### config.mk
export PLATFORM = sky130hd
export DESIGN_NAME = mod_counter
export DESIGN_NICKNAME = d
export VERILOG_FILES = /design/src/rtl/counter_pkg.sv /design/src/rtl/tick_prescaler.sv /design/src/rtl/mod_counter.sv
export SDC_FILE = /design/constraint.sdc
export NUM_CORES = 1
export LEC_CHECK = 0
export CAP_MARGIN = 25
export CORE_ASPECT_RATIO = 1.1
export CORE_UTILIZATION = 30
export DETAILED_ROUTE_END_ITERATION = 7
export PLACE_DENSITY = 0.6
export RECOVER_POWER = 50
export SETUP_SLACK_MARGIN = 0.05
export SYNTH_ARGS = -nofsm -noshare
export SYNTH_HDL_FRONTEND = slang
export SYNTH_HIERARCHICAL = 1
export SYNTH_SLANG_ARGS = --single-unit
export TNS_END_PERCENT = 30
### constraint.sdc
create_clock -name clk -period 6.8 [get_ports clk]
set_input_delay 1.36 -clock clk [delete_from_list [all_inputs] [get_ports clk]]
set_output_delay 1.36 -clock clk [all_outputs]
set_load 0.05 [all_outputs]
### src/rtl/counter_pkg.sv
// Shared types and helpers for the modulo counter family.
package counter_pkg;

  typedef enum logic {MODE_WRAP, MODE_SATURATE} count_mode_e;

  // Loads beyond the count range pin to the top value instead of aliasing.
  function automatic logic [63:0] clamp_load(input logic [63:0] value,
                                             input logic [63:0] modulus);
    return (value >= modulus) ? modulus - 64'd1 : value;
  endfunction

  function automatic int pw(input int prescale);
    return (prescale <= 2) ? 1 : $clog2(prescale);
  endfunction

endpackage

### src/rtl/tick_prescaler.sv
// Enable-gated divider: tick is high on the last of every PRESCALE enabled cycles.
module tick_prescaler
  import counter_pkg::*;
#(
  parameter int PRESCALE = 2
) (
  input  logic clk,
  input  logic reset,
  input  logic en,
  input  logic sync_clr,
  output logic tick
);

  localparam int            W    = pw(PRESCALE);
  localparam logic [W-1:0]  LAST = W'(PRESCALE - 1);

  logic [W-1:0] cnt_q, cnt_d;

  assign tick = (cnt_q == LAST);

  always_comb begin
    cnt_d = cnt_q;
    if (sync_clr)  cnt_d = '0;
    else if (en)   cnt_d = tick ? '0 : cnt_q + W'(1);
  end

  always_ff @(posedge clk or negedge reset) begin
    if (!reset) cnt_q <= '0;
    else        cnt_q <= cnt_d;
  end

endmodule

### src/rtl/mod_counter.sv
// Modulo up/down counter with prescale, clear, load, wrap/saturate and cascade tc.
module mod_counter
  import counter_pkg::*;
#(
  parameter int              N        = 25,
  parameter longint unsigned MODULUS  = 64'd1 << N,
  parameter int              PRESCALE = 1,
  parameter int              SATURATE = 0
) (
  input  logic         clk,
  input  logic         reset,
  input  logic         en,
  input  logic         clr,
  input  logic         load,
  input  logic [N-1:0] load_val,
  input  logic         up,
  output logic [N-1:0] q,
  output logic         tc,
  output logic         wrap
);

  if (MODULUS < 64'd2 || MODULUS > (64'd1 << N)) begin : g_bad_modulus
    $fatal(1, "mod_counter: MODULUS must lie in 2..2**N");
  end
  if (PRESCALE < 1) begin : g_bad_prescale
    $fatal(1, "mod_counter: PRESCALE must be >= 1");
  end

  localparam logic [N-1:0] MAXV = N'(MODULUS - 64'd1);
  localparam count_mode_e  MODE = (SATURATE != 0) ? MODE_SATURATE : MODE_WRAP;

  logic         tick, step, at_top, at_bot;
  logic [N-1:0] q_q, q_d, ld_val;
  logic         wrap_q, wrap_d;

  if (PRESCALE > 1) begin : g_pre
    tick_prescaler #(.PRESCALE(PRESCALE)) u_pre (
      .clk      (clk),
      .reset    (reset),
      .en       (en),
      .sync_clr (clr | load),
      .tick     (tick)
    );
  end else begin : g_nopre
    assign tick = 1'b1;
  end

  assign ld_val = N'(clamp_load(64'(load_val), MODULUS));
  assign at_top = (q_q == MAXV);
  assign at_bot = (q_q == '0);
  assign step   = en & tick & ~clr & ~load;

  // Cascade output deliberately ignores clr/load so chained stages see raw carry.
  assign tc   = en & tick & (up ? at_top : at_bot);
  assign q    = q_q;
  assign wrap = wrap_q;

  always_comb begin
    q_d    = q_q;
    wrap_d = 1'b0;
    if (clr) begin
      q_d = '0;
    end else if (load) begin
      q_d = ld_val;
    end else if (step) begin
      if (up) begin
        if (!at_top) begin
          q_d = q_q + N'(1);
        end else if (MODE == MODE_WRAP) begin
          q_d    = '0;
          wrap_d = 1'b1;
        end
      end else begin
        if (!at_bot) begin
          q_d = q_q - N'(1);
        end else if (MODE == MODE_WRAP) begin
          q_d    = MAXV;
          wrap_d = 1'b1;
        end
      end
    end
  end

  always_ff @(posedge clk or negedge reset) begin
    if (!reset) begin
      q_q    <= '0;
      wrap_q <= 1'b0;
    end else begin
      q_q    <= q_d;
      wrap_q <= wrap_d;
    end
  end

endmodule

; Word level (Yosys, flattened, before mapping)
; Index checks and enable logic that the tools add are counted.
[totals]
wordCells = 25
regBits = 26
output_inout_bits = 27
in_bits = 31
[op_classes]
n_bitwise = 5
n_addsub = 2
reduce_logical = 2
eq_ne = 1
n_mux = 13
[ops]
columns = operator, count
row1 = 25-bit two-way mux, 6
row2 = "25-bit by 1-bit adder with 25-bit output, second input constant", 1
row3 = "25-bit == test, second input constant", 1
row4 = 25-bit zero test, 1
row5 = "25-bit by 1-bit subtractor with 25-bit output, second input constant", 1
row6 = 1-bit two-way mux, 7
row7 = 1-bit AND, 3
row8 = 3-bit nonzero test, 1
row9 = 1-bit NOT, 2

; Depth between registers and ports, before layout
[logic_depth]
word_depth = 6
mapped_depth = 10
depth_no_buf = 8

; Least setup slack after synthesis
; Ideal clock, no wire load.
[synth_timing]
path_type = register -> output
from = register q_q[0] (netlist: q[0])
to = output tc
slack_ps = 2487
required_ps = 5440
path_buffers = 1
path_stages_with_launch = 9
arrival_ps = 2953
path_cell_list = dfrtp_1 > buf_4 > inv_1 > ha_1 > nor3b_1 > nand2_2 > or3_4 > or3_4 > a21oi_1
[synth_via]
elab_chain_cells = 3
word_cells_on_any_way = 4
cone_classes = eq/ne: 1 / mux: 1 / bitwise: 1 / reduce/logical: 1
[synth_rtl]
columns = item, line_no
row1 = from (decl), mod_counter.sv:33  ; logic [N-1:0] q_q, q_d, ld_val;
row2 = from (signal assigned), mod_counter.sv:89  ; q_q <= q_d;
row3 = 25-bit == test or 25-bit zero test (tied branches), "mod_counter.sv:49, mod_counter.sv:50"
row4 = 1-bit two-way mux (*), mod_counter.sv:54  ; assign tc = en & tick & (up ? at_top : at_bot);
row5 = 1-bit AND (*), mod_counter.sv:54
row6 = to (decl), mod_counter.sv:18  ; output logic tc,
; Every way passes the cells marked *; elsewhere a longest branch is shown, timed or not.

; Final worst setup path
[layout_timing]
from = input up
to = output tc
[layout_via]
elab_chain_cells = 2
[layout_rtl]
columns = item, line_no
row1 = from (decl), mod_counter.sv:16  ; input logic up,
row2 = 1-bit two-way mux, mod_counter.sv:54
row3 = 1-bit AND, mod_counter.sv:54
; Every way passes these cells.

==> results.txt <==
The data arrival time of the worst path was 4520 ps. Across the routed clock network, the largest skew measured is 16.53 ps. The later pin in the worst-skew pair is clocked with a latency of 290 ps. For this design, the CTS-stage hold fixing added 0 buffers. After synthesis the cells add up to 0.002756 mm2. Routability-driven placement finished with a final weighted congestion of 0.9175. When the netlist entered floorplanning its net count stood at 384.

After clock tree synthesis, the repair step resized 0 gates. The number of max-cap violations is 1. The detailed router finished its first iteration with 298 violations. The global-route wire length before repair was 14610 um; the summed area of non-filler cells in the final layout was 0.003277 mm2. The CTS clock-pin slew for the worst setup and hold paths came out at 120 ps.

58 I/O pins were placed. The logs give 26 for the sink count of the clock tree and 27 for the final-report max-slew violation count. Setup repair after global routing left no endpoint under its margin. After synthesis, the mean cell area works out to 7.853 um2. The number of H-tree levels is 1, and the chip width is 93.40 um. The final wirelength is 9139 um, and the global-route congestion overflow total is 0. Registers take 650.6 um2.

The number of nets still failing antenna checks after routing was 0. The post-synthesis sequential area ratio was 0.2360. In this run the power density over the cells is 153.1 mW/mm2. The headroom to the max-slew limit came out at -0.02866. Setup violations remaining at the end of the flow were counted as 0. By startpoint and endpoint, the worst setup path is classified as in -> out.

STA classifies the critical path startpoint as a primary input. The worst hold path belongs to the class reg -> reg. The final period demand of the worst path works out to 5879 ps.

The final reports fail on capacitance limit, slew limit. The run gives 5 as the number of detailed-routing iterations run before antenna repair. For the area of the die, the log shows 0.009576 mm2.

For this run, the number of Yosys warnings is 6. The pin count of the biggest net entering global routing was 29; the remaining design rule violation count was 0. In the routed layout, each cell is associated on average with a via count of 5.773. The area share of the largest cell type after synthesis is 0.2360. The largest total area in the synthesized netlist belongs to dfrtp_1. The pre-CTS setup slack is 1545 ps. The worst setup path is captured at a primary output. The final route contains 2875 vias.

The number of CTS-inserted buffers was 3; the initial core utilization was 0.3106. For the number of instances in the synthesized netlist, the log shows 351. The initial antenna violation count is 0, and the post-synthesis sequential element count is 26. The share of async-settable or async-resettable flops after synthesis works out to 1.000. The final worst slack was 920.7 ps; the total of buffers placed on input and output ports was 57.

The die is 102.5 um tall. The run finished, with violations left. The post-detailed-placement cell area is 0.003243 mm2. The logs give 170.1 MHz for the maximum clock frequency and 2 for the worst-case clock buffer depth. In this run the core area contains 36 standard-cell rows. For the final sum of negative setup slack, the log shows 0 ps. Dividing the detail-routed wire length by the instance count gives 18.35 um.

The area added between synthesis and finish was 18.88%. The number of antenna diodes is 0. Flip-flop cell with the highest count after synthesis: dfrtp_1. For the pin with the worst max-slew slack, the measured transition is 1543 ps.

In this run the static leakage power is 0.001175 uW. The total global-route track usage came out at 0.1951. The fraction of layout instances using a drive strength above 1 was 0.06250. The synthesized design contains 0 enable-type register cells. The net count of the finished layout is 419. For the maximum ir drop on the vdd rail, the log shows 0.06829 mV. The tree is rooted in a clkbuf_8. For the worst setup path, the data required time is 5440 ps. The run gives 0 as the final count of hold timing violations. Yosys attributes the largest share of cell area to dfrtp_1 (24%), clkbuf_8 (5.5%), xnor2_1 (5.1%). The run gives 2724 as the number of global-route vias before repair. TritonCTS built the clock tree. After clock tree synthesis, the setup repair step added 0 buffers. The core region area came out at 0.008874 mm2.

The share of the clock period used by the worst path is 0.8646, and the area taken by multi-input logic gates is 0.001795 mm2. In this run the worst path has a maximum fanout of 28. The run gives 62 as the count of different cell masters after synthesis. Fill cells in the final layout number 938. The HPWL after detailed placement is 6534 um.
-- state kept, by name, summed over array words and instances (netlist names) --
signal	count
q	25
wrap	1
-- Yosys cell counts (6+ instances only) --
| library cell | count |
|---|---|
| dfrtp_1 | 26 |
| or3_1 | 6 |
| nor3_1 | 21 |
| nand3_1 | 13 |
| clkbuf_1 | 12 |
| inv_1 | 9 |
| nor4_1 | 14 |
| nor2_1 | 34 |
| xnor2_1 | 16 |
| nand2_1 | 25 |
| nand4_1 | 10 |
| and3_1 | 10 |
| o21ai_0 | 22 |
| clkbuf_8 | 11 |
| xor2_1 | 14 |
| a21oi_1 | 24 |
-- where the power goes --
part           total [uW]  internal (uW)  switching (uW)
combinational         202           79.7             122
clock                99.0           40.0            59.0
sequential            201            166            35.1
total                 502            285             217
-- path summary, 6_finish.rpt --
path | slack (ps) | cells after the start | endpoint | start
worst max-delay path | 920 | 6 | tc | up
worst min-delay path | 730 | 2 | q[22]$_DFFE_PN0P_ | q[22]$_DFFE_PN0P_
worst max register to register | 3920 | 8 | q[11]$_DFFE_PN0P_ | q[0]$_DFFE_PN0P_
worst min register to register | 730 | 2 | q[22]$_DFFE_PN0P_ | q[22]$_DFFE_PN0P_
max in group asynchronous | 3920 | 2 | q[13]$_DFFE_PN0P_ | reset
min in group asynchronous | 1980 | 2 | q[17]$_DFFE_PN0P_ | reset
-- per-stage QoR --
stage | util | hold slack [ps] | total power (uW) | std cells
2_1_floorplan | - | 917.1 | 342.3 | 351
3_3_place_gp | 0.3649 | 701.2 | 405.1 | 494
3_5_place_dp | 0.3655 | 709.0 | 406.3 | 495
4_1_cts | 0.3701 | 733.9 | 503.8 | 498
5_1_grt | 0.3693 | 763.7 | 524.4 | 498
6_report | 0.3693 | 733.3 | 501.8 | 498
-- worst max-delay path, stage by stage --
cell and delay, ps:
clkdlybuf4s50_1 450, clkbuf_1 930, clkinv_1 230, or3_1 510, a21oi_1 180, clkdlybuf4s50_1 830
-- per-layer routing --
layer  track usage  wire length (um)
met1        0.2689              4110
met2        0.3145              4208
met3       0.02434               592
met4       0.07101               228
met5             0                 0
-- layout by cell type (no fill, tap or decap), types with 4 or more instances in the layout --
| master | n |
|---|---|
| o21ai_0 | 22 |
| nor2_1 | 34 |
| a31oi_1 | 4 |
| xor2_1 | 14 |
| a211oi_1 | 5 |
| xnor2_1 | 16 |
| or3_1 | 6 |
| and3_1 | 10 |
| clkdlybuf4s50_1 | 46 |
| dlygate4sd3_1 | 11 |
| nand2_1 | 25 |
| nand4_1 | 10 |
| nand3_1 | 13 |
| a221o_1 | 5 |
| dfrtp_1 | 26 |
| nor4_1 | 14 |
| mux2i_1 | 4 |
| nor3_1 | 21 |
| inv_1 | 9 |
| a21oi_1 | 24 |
-- cell families (layout without fill, tap and decap cells) --
group | count (synthesis) | in the layout | synth area share
muxes | 5 | 5 | 0.01861
buffers and inverters | 44 | 77 | 0.1126
AOI/OAI and AO/OA | 87 | 87 | 0.2102
xor gates and xnor gates | 30 | 30 | 0.09532
DFF | 26 | 26 | 0.2360
and+or+nand+nor | 157 | 157 | 0.3182
adders and majority gates | 2 | 2 | 0.009077
-- layout make-up --
type | instances | area share
multi-input combinational | 281 | 0.5479
sequential | 26 | 0.1985
timing repair buffer | 63 | 0.1848
tap | 114 | 0.04353
clock buffer | 3 | 0.01260
inverter | 11 | 0.01260
Power figures use the tool's default switching activity.
